### src/rtl/mips_pkg.sv
// Shared types for the MIPS core, its data memory and the data cache.
package mips_pkg;

   localparam int unsigned BYTES_PER_WORD = 4;

   // Lane 0 is the leftmost (most significant) byte of the packed word.
   typedef logic [0:BYTES_PER_WORD-1][7:0] byte_lanes_t;

   typedef enum logic [1:0] {
      IDLE    = 2'd0,
      RD_WAIT = 2'd1,
      WR_WAIT = 2'd2
   } dcache_state_t;

endpackage

### src/rtl/dcache_tag_array.sv
// Valid/tag/data storage for the direct-mapped data cache: one lookup port, one write port.
module dcache_tag_array
   import mips_pkg::*;
#(
   parameter int unsigned IDX_W = 3,
   parameter int unsigned TAG_W = 27
) (
   input  logic             clk,
   input  logic             rst_b,
   input  logic [IDX_W-1:0] rd_idx,
   input  logic [TAG_W-1:0] rd_tag,
   output logic             hit,
   output byte_lanes_t      rd_data,
   input  logic             wr_en,
   input  logic [IDX_W-1:0] wr_idx,
   input  logic [TAG_W-1:0] wr_tag,
   input  byte_lanes_t      wr_data
);

   localparam int unsigned LINES = 1 << IDX_W;

   logic [LINES-1:0] valid_q;
   logic [TAG_W-1:0] tag_q  [LINES];
   byte_lanes_t      data_q [LINES];

   always_ff @(posedge clk) begin
      if (rst_b) begin
         valid_q <= '0;
      end else if (wr_en) begin
         valid_q[wr_idx] <= 1'b1;
      end
   end

   // Tag and data need no reset: they are only observed behind a set valid bit.
   always_ff @(posedge clk) begin
      if (wr_en) begin
         tag_q[wr_idx]  <= wr_tag;
         data_q[wr_idx] <= wr_data;
      end
   end

   assign hit     = valid_q[rd_idx] && (tag_q[rd_idx] == rd_tag);
   assign rd_data = data_q[rd_idx];

endmodule

### src/rtl/data_cache.sv
// Direct-mapped, write-through, no-write-allocate data cache with a stalling miss/store FSM.
// Optional hit/miss counters are enabled by defining DCACHE_STATS_EN.
module data_cache
   import mips_pkg::*;
#(
   parameter int unsigned XLEN        = 32,
   parameter int unsigned LINES       = 8,
   parameter int unsigned MEM_LATENCY = 4
) (
`ifdef DCACHE_STATS_EN
   output logic [31:0]     hit_count,
   output logic [31:0]     miss_count,
`endif
   input  logic            clk,
   input  logic            rst_b,
   input  logic [XLEN-1:0] core_addr,
   input  logic            core_re,
   input  logic            core_we,
   input  byte_lanes_t     core_wdata,
   output byte_lanes_t     core_rdata,
   output logic            core_stall,
   output logic [XLEN-1:0] mem_addr,
   output byte_lanes_t     mem_data_out,
   input  byte_lanes_t     mem_data_in,
   output logic            mem_write_en
);

   localparam int unsigned IDX_W = $clog2(LINES);
   localparam int unsigned TAG_W = XLEN - 2 - IDX_W;
   localparam int unsigned CNT_W = (MEM_LATENCY > 1) ? $clog2(MEM_LATENCY) : 1;
   localparam logic [CNT_W-1:0] CNT_LAST = CNT_W'(MEM_LATENCY - 1);

   dcache_state_t    state_q, state_d;
   logic [CNT_W-1:0] cnt_q, cnt_d;
   logic [XLEN-3:0]  waddr_q, waddr_d;
   byte_lanes_t      wdata_q, wdata_d;
   logic             mem_we_q, mem_we_d;

   logic             in_idle, last;
   logic [IDX_W-1:0] lk_idx;
   logic [TAG_W-1:0] lk_tag;
   logic             arr_hit, arr_we;
   byte_lanes_t      arr_rdata, arr_wdata;
   logic             unused_addr_bits;

   assign unused_addr_bits = ^core_addr[1:0];
   assign in_idle = (state_q == IDLE);
   assign last    = (cnt_q == CNT_LAST);

   // In IDLE the core address is looked up; in the wait states the latched one.
   assign lk_idx = in_idle ? core_addr[2 +: IDX_W] : waddr_q[IDX_W-1:0];
   assign lk_tag = in_idle ? core_addr[XLEN-1 -: TAG_W] : waddr_q[XLEN-3 -: TAG_W];

   dcache_tag_array #(
      .IDX_W (IDX_W),
      .TAG_W (TAG_W)
   ) u_tag_array (
      .clk     (clk),
      .rst_b   (rst_b),
      .rd_idx  (lk_idx),
      .rd_tag  (lk_tag),
      .hit     (arr_hit),
      .rd_data (arr_rdata),
      .wr_en   (arr_we),
      .wr_idx  (waddr_q[IDX_W-1:0]),
      .wr_tag  (waddr_q[XLEN-3 -: TAG_W]),
      .wr_data (arr_wdata)
   );

   always_comb begin
      state_d      = state_q;
      cnt_d        = cnt_q;
      waddr_d      = waddr_q;
      wdata_d      = wdata_q;
      mem_we_d     = mem_we_q;
      core_stall   = 1'b0;
      core_rdata   = '0;
      mem_addr     = '0;
      mem_data_out = '0;
      arr_we       = 1'b0;
      arr_wdata    = mem_data_in;
      unique case (state_q)
         IDLE: begin
            if (core_we) begin
               waddr_d    = core_addr[XLEN-1:2];
               wdata_d    = core_wdata;
               mem_we_d   = 1'b1;
               core_stall = 1'b1;
               cnt_d      = '0;
               state_d    = WR_WAIT;
            end else if (core_re) begin
               if (arr_hit) begin
                  core_rdata = arr_rdata;
               end else begin
                  waddr_d    = core_addr[XLEN-1:2];
                  core_stall = 1'b1;
                  cnt_d      = '0;
                  state_d    = RD_WAIT;
               end
            end
         end
         RD_WAIT: begin
            mem_addr   = {waddr_q, 2'b00};
            core_stall = !last;
            if (last) begin
               core_rdata = mem_data_in;
               arr_we     = 1'b1;
               cnt_d      = '0;
               state_d    = IDLE;
            end else begin
               cnt_d = cnt_q + CNT_W'(1);
            end
         end
         WR_WAIT: begin
            mem_addr     = {waddr_q, 2'b00};
            mem_data_out = wdata_q;
            core_stall   = !last;
            if (last) begin
               // Write-through update only; a store miss allocates nothing.
               arr_we    = arr_hit;
               arr_wdata = wdata_q;
               mem_we_d  = 1'b0;
               cnt_d     = '0;
               state_d   = IDLE;
            end else begin
               cnt_d = cnt_q + CNT_W'(1);
            end
         end
         default: state_d = IDLE;
      endcase
   end

   always_ff @(posedge clk) begin
      if (rst_b) begin
         state_q  <= IDLE;
         cnt_q    <= '0;
         waddr_q  <= '0;
         wdata_q  <= '0;
         mem_we_q <= 1'b0;
      end else begin
         state_q  <= state_d;
         cnt_q    <= cnt_d;
         waddr_q  <= waddr_d;
         wdata_q  <= wdata_d;
         mem_we_q <= mem_we_d;
      end
   end

   assign mem_write_en = mem_we_q;

`ifdef DCACHE_STATS_EN
   logic [31:0] hit_cnt_q, miss_cnt_q;

   always_ff @(posedge clk) begin
      if (rst_b) begin
         hit_cnt_q  <= '0;
         miss_cnt_q <= '0;
      end else begin
         if (in_idle && !core_we && core_re && arr_hit) begin
            hit_cnt_q <= hit_cnt_q + 32'd1;
         end
         if (in_idle && (state_d == RD_WAIT)) begin
            miss_cnt_q <= miss_cnt_q + 32'd1;
         end
      end
   end

   assign hit_count  = hit_cnt_q;
   assign miss_count = miss_cnt_q;
`endif

endmodule

### config.mk
export PLATFORM = sky130hd
export DESIGN_NAME = data_cache
export DESIGN_NICKNAME = d
export VERILOG_FILES = /design/src/rtl/mips_pkg.sv /design/src/rtl/dcache_tag_array.sv /design/src/rtl/data_cache.sv
export SDC_FILE = /design/constraint.sdc
export NUM_CORES = 1
export LEC_CHECK = 0
export BUFFER_PORTS_ARGS = -buffer_cell sky130_fd_sc_hd__buf_2
export CELL_PAD_IN_SITES_DETAIL_PLACEMENT = 1
export CELL_PAD_IN_SITES_GLOBAL_PLACEMENT = 1
export CORE_MARGIN = 5
export CORE_UTILIZATION = 30
export CTS_BUF_LIST = sky130_fd_sc_hd__clkbuf_8
export DETAILED_ROUTE_END_ITERATION = 6
export HOLD_SLACK_MARGIN = 0.03
export MAX_ROUTING_LAYER = met4
export PLACE_DENSITY = 0.61
export SLEW_MARGIN = 10
export SYNTH_ARGS = -nofsm -noshare
export SYNTH_HDL_FRONTEND = slang
export SYNTH_HIERARCHICAL = 1
export SYNTH_SLANG_ARGS = --single-unit
### constraint.sdc
create_clock -name clk -period 8.85 [get_ports clk]
set_input_delay 0.4425 -clock clk [delete_from_list [all_inputs] [get_ports clk]]
set_output_delay 0.4425 -clock clk [all_outputs]
set_load 0.05 [all_outputs]
Word level (Yosys, flattened, before mapping). Memory sizes are Yosys's and may differ from the RTL's. Index checks and enable logic that the tools add are counted.

Register bits: 75. Memory bits (writable): 472. Output and inout port bits: 98. Word-level logic and storage cells: 79. Memories: 2.

Add/sub/neg operators: 1. Order comparisons: 3. Equal/unequal tests: 10. Multiplexer cells: 40. Bitwise logic cells: 1. Reduce and logical (&&, ||, !) cells: 13.

Memories: u_tag_array.data_q (words 8, bits a word 32, rd ports 1, clocked after memory_dff 0, write ports 1, line dcache_tag_array.sv:24) `byte_lanes_t data_q [LINES];`; u_tag_array.tag_q (words 8, bits a word 27, rd ports 1, clocked after memory_dff 0, write ports 1, line dcache_tag_array.sv:23) `logic [TAG_W-1:0] tag_q [LINES];`.

Operators by type and width (count): two-way mux 32 bit (8); two-way mux 30 bit (3); one-hot mux 32 bit (2 select lines) (1); == test 27 bit (1); two-way mux 27 bit (1); two-way mux 2 bit (8); AND reduction 3 bit (4); two-way mux 1 bit (11); less-than comparator 3 x 4 -> 1 bit, second input constant (2); OR 8 bit (1); one-hot mux 2 bit (2 select lines) (2); inequality test 2 bit, second input constant (3); inequality test 3 bit, second input constant (2); one-hot mux 1 bit (2 select lines) (3); nonzero test 2 bit (3); == test 2 bit, second input constant (2); binary-select mux 1 bit (select 3 bit) (1); demux 1 bit (select 3 bit) (1); greater-or-equal comparator 3 x 1 -> 1 bit, second input constant (1); two-way mux 3 bit (1); adder 2 x 1 -> 2 bit, second input constant (1); == test 2 x 1 -> 1 bit, second input constant (1); logical AND 1 bit (2); zero test 2 bit (1); 4 further kinds (4).

Depth between registers and ports, before layout.
Depth after elaboration: 9. Depth in mapped cells: 21. Mapped depth without buffers: 16.

Hierarchy. Netlist, hierarchy kept.

By module, submodules not included: dcache_tag_array (times used 1, cells each 838, area an instance 18486.5 um^2, sequential area each 14333.7 um^2); data_cache (times used 1, cells each 496, area an instance 4329.2 um^2, sequential area each 1341.3 um^2).

Least setup slack after synthesis. No wires, ideal clock.

Kind: reg2reg. Start: register state_q[0]. End: memory u_tag_array/data_q[0][0] in the netlist's numbering (enable). Arrival time: 7.463 ns. Path slack: 0.836 ns. Stages on the path, launching flop included: 19. Path buffers: 5. Cell sequence: dfxtp_1 > inv_1 > ha_1 > buf_6 > buf_2 > mux2_2 > buf_6 > buf_6 > buf_2 > mux2i_1 > a221oi_1 > xor2_1 > nor4_2 > nand4_1 > nor4_2 > a31oi_1 > nor2b_1 > nand2b_1 > nor3_1.

Longest elaborated chain between the ends: 9. Elaborated cells between the ends (all ways): 14. Those cells by class: eq/ne (3); mux (8); reduce/logical (2); memory (1).

RTL lines: start, declared (line data_cache.sv:33) `dcache_state_t state_q, state_d;`; start signal, assigned (line data_cache.sv:141) `state_q <= state_d;`; zero test 2 bit (*) (line data_cache.sv:47) `assign in_idle = (state_q == IDLE);`; two-way mux 3 bit (*) (line data_cache.sv:51) `assign lk_idx = in_idle ? core_addr[2 +: IDX_W] : waddr_q[IDX_W-1:0];`; via lk_idx[1] (line data_cache.sv:40) `logic [IDX_W-1:0] lk_idx;`; memory read (8 x 27 bit) or binary-select mux 1 bit (select 3 bit) (tied branches); == test 27 bit or two-way mux 1 bit (tied branches) (line dcache_tag_array.sv:42) `assign hit = valid_q[rd_idx] && (tag_q[rd_idx] == rd_tag);`; logical AND 1 bit (*) (line dcache_tag_array.sv:42); via arr_hit (line data_cache.sv:42) `logic arr_hit, arr_we;`; two-way mux 1 bit (*) (line data_cache.sv:118) `if (last) begin`; one-hot mux 1 bit (2 select lines) (*) (line data_cache.sv:82) `unique case (state_q)`; via arr_we (line data_cache.sv:42); two-way mux 1 bit (*) (line dcache_tag_array.sv:36) `if (wr_en) begin`; two-way mux 1 bit (not written as such) (*) (line dcache_tag_array.sv:38) `data_q[wr_idx] <= wr_data;`; end, declared (line dcache_tag_array.sv:24).

The timed path passes the listed nets; every way through them passes the cells marked *. The select of a mux whose other input is x is not followed.

Worst setup path in the final report.
Start: register state_q[1]. End: memory u_tag_array/data_q[3][27] in the netlist's numbering (enable).

Same word-level chain as after synthesis.

==> results_dict.tcl <==
set metrics [dict create \
    status "complete, no violations" \
    vias 13000 \
    gp_congestion 0.727 \
    slew_headroom_pct 30.5 \
    holdPathStages 3 \
    regArea_sq_mm 0.0157 \
    reg2reg_from "state_q[1]" \
    multi_input_area_sq_mm 0.00674 \
    yosysWarnings 6 \
    cts-resized-gates 0 \
    die_w_microns 286 \
    dpl.hpwl_mm 36.0 \
    maxCapViolations 0 \
    clkLatencyLatePin_ns 0.67 \
    final.setup.tns_ns 0 \
    numCtsBuffers 92 \
    grt_max_degree 77 \
    r2r-end "u_tag_array/data_q[3][27]" \
    grt_overflow 0 \
    clockBufferDepth 3 \
    fillers 7706 \
    finalHoldViolCount 0 \
    layout-drive-gt1-share_pct 32.6 \
    syn_area_sq_mm 0.0228 \
    yosysTopAreaCell "edfxtp_1" \
    wl_per_cell_microns 22.8 \
    rows 101 \
    async_flop_share_pct 0 \
    crit_arrival_ns 7.18 \
    ys_ff_latch 547 \
    cp.depth 15 \
    post-route-util_pct 35.8 \
    hp-class "in -> reg" \
    cp_top_family "simple AND/OR/NAND/NOR gates" \
    start_util_pct 30.1 \
    synth_largest_type_area_fraction_pct 62.1 \
    drt_wl_total_mm 61.0 \
    cp_common_cell "buf_4" \
    grt_use_total_pct 15.1 \
    drc 0 \
    syn_inst 1334 \
    min_period_ns 6.88 \
    min-delay-start "core_addr[21]" \
    io_buffers 193 \
    via_per_inst 4.84 \
    synth_area_leaders "edfxtp_1, mux4_2, dfxtp_1" \
    worst_pin_slew_ns 1.04 \
    nNetsFinal 1727 \
    grt_pass1_wl_mm 90.8 \
    synth_cell_types 44 \
    grt_antenna_before_repair 3 \
    holdPathEnd "waddr_q[19]" \
    io_pins 198 \
    power.density_mw_per_mm2 267 \
    grt_pass1_vias 14200 \
    rsz0062_at_grt "no" \
    slew_viol_final 0 \
    die_area_sq_mm 0.0817 \
    layout_common_cells "edfxtp_1, buf_2, mux2_2" \
    cp_max_fo 36 \
    cp.required_ns 9.15 \
    root_buffer "clkbuf_8" \
    avgSynthCellArea_sq_um 17.1 \
    p_leak_nw 9.59 \
    area_growth_pct 18.9 \
    layout_commonest_cell "edfxtp_1" \
    die_h_microns 286 \
    cp_slowest_cell "nor2_4" \
    synth.yosys.seq_area_share_pct 68.7 \
    post_cts_buffers 0 \
    finalSetupViolations 0 \
    ir_drop_mv 0.136 \
    crit_path_max_incr_delay_ns 0.75 \
    drtIter0Drc 845 \
    post-route-period-util_pct 77.7 \
    fin_skew_ns 0.0283 \
    h-tree-depth 3 \
    rrSetupSlack_ns 1.97 \
    synth_flop_cell "edfxtp_1" \
    coreArea_sq_mm 0.0757 \
    cts_tree "done" \
    path_cells "inv_1, ha_2, mux2_4, buf_4, and2b_1, a221oi_1, xor2_1, nor4_1, nand4_1, nor4_2, a31oi_1, nor2b_1, nand2_1, nor2_4, buf_4" \
    critPathBufInv 3 \
    antenna_left 0 \
    detailedRoute.firstPassIterationCount 4 \
    cp-end-kind "register" \
    critPathLaunchType "register" \
    power.total_w 0.00726 \
    cts.clk_slew.worst_paths_ns 0.06 \
    synth-edff-count 472 \
    critical_path_class "reg -> reg" \
    max_freq_mhz 145 \
    rr_worst_depth 15 \
    cts.sinks 547 \
]
==> synthesized netlist by cell type (2+ instances only) <==
cell      number
nand2_1       88
or2_2          2
mux2_4         5
nor2b_1        3
nand3_1        3
nor3_1         3
mux2_1        16
xor2_1        19
nand3b_1       2
mux2i_1       69
clkbuf_1      27
a21oi_1       35
ha_1           6
buf_1          2
a221oi_1      16
inv_1          2
nand4_1        3
a22o_1        31
nand2b_1      76
nor4_1         3
buf_6          9
buf_4         10
xnor2_1        9
o22ai_1       15
o21ai_0        2
mux2_2       106
buf_2         37
edfxtp_1     472
mux4_2        88
nor4_2         2
dfxtp_1       75
and2_1        64
nor2_1        23
==> worst max-delay path by stage <==
stage                    start                        end  slack [ns]
detailed placement  state_q[1]  u_tag_array/data_q[3][11]        2.05
global route        state_q[1]   u_tag_array/tag_q[3][18]        1.56
global placement    state_q[1]  u_tag_array/data_q[3][17]        2.10
finish              state_q[1]  u_tag_array/data_q[3][27]        1.97
floorplan           state_q[0]   u_tag_array/data_q[0][0]        0.84
CTS                 state_q[1]   u_tag_array/tag_q[3][18]        1.97
==> layout make-up <==
| class | instances | area share, % |
|---|---|---|
| sequential | 547 | 57.8 |
| multi-input combinational | 700 | 24.9 |
| timing repair buffer | 278 | 6.49 |
| clock buffer | 100 | 5.07 |
| tap | 978 | 4.51 |
| clock inverter | 71 | 1.23 |
| inverter | 2 | 0.0277 |
| antenna | 2 | 0.0185 |
==> power by group <==
group / total, W / switching (W) / internal [W] / leakage (nW)
logic: 0.00211 / 0.00122 / 0.000890 / 3.70
clock network: 0.00209 / 0.00102 / 0.00107 / 0.988
registers: 0.00306 / 0.000132 / 0.00292 / 4.90
total: 0.00726 / 0.00237 / 0.00489 / 9.59
==> state kept, by name, summed over array words and instances, names as in the netlist <==
register,count
waddr_q,30
mem_write_en,1
u_tag_array/data_q,256
cnt_q,2
u_tag_array/tag_q,216
state_q,2
u_tag_array/valid_q,8
wdata_q,32
==> per-layer routing <==
layer,GRT usage (%),routed length (microns),part of all wire [%]
met1,20.9,28500,47
met2,23.5,28300,46
met3,2.80,3210,5.3
met4,3.46,997,1.6
met5,-,0,0
==> cell families after synthesis <==
group                      Yosys count  share of synthesized area, %
DFF                                547                          68.7
muxes                              284                          18.1
and+or+nand+nor                    276                          6.44
AOI/OAI and AO/OA                  104                          3.21
buffers and inverters               88                          2.16
xor gates and xnor gates            28                          1.07
adders and majority gates            6                         0.329
other                                1                        0.0164
==> per-stage QoR <==
step	instances	setup WS, ns	hold WS (ns)	cell area [sq um]
after floorplan	1335	0.836	0.435	22800
after global placement	2448	2.10	0.447	24800
after detailed placement	2448	2.05	0.460	24800
after CTS	2676	1.97	0.0324	27100
after global routing	2676	1.56	0.0434	27100
final	2678	1.97	0.108	27100
==> worst reg2reg max path, delay by kind of cell, from the launching register on <==
kind                       cells  cell delay (ns)
adders and majority gates      1             0.27
buffers and inverters          3             1.23
AOI/OAI and AO/OA              2             0.39
xor gates and xnor gates       1             0.21
and+or+nand+nor                7             3.30
DFF                            1             0.41
muxes                          1             0.68
==> timing repair <==
action	in CTS	in global routing
hold buffers	57	0
endpoints found under the hold margin	57	0
setup endpoints to repair	0	0
Power figures use the tool's default switching activity.
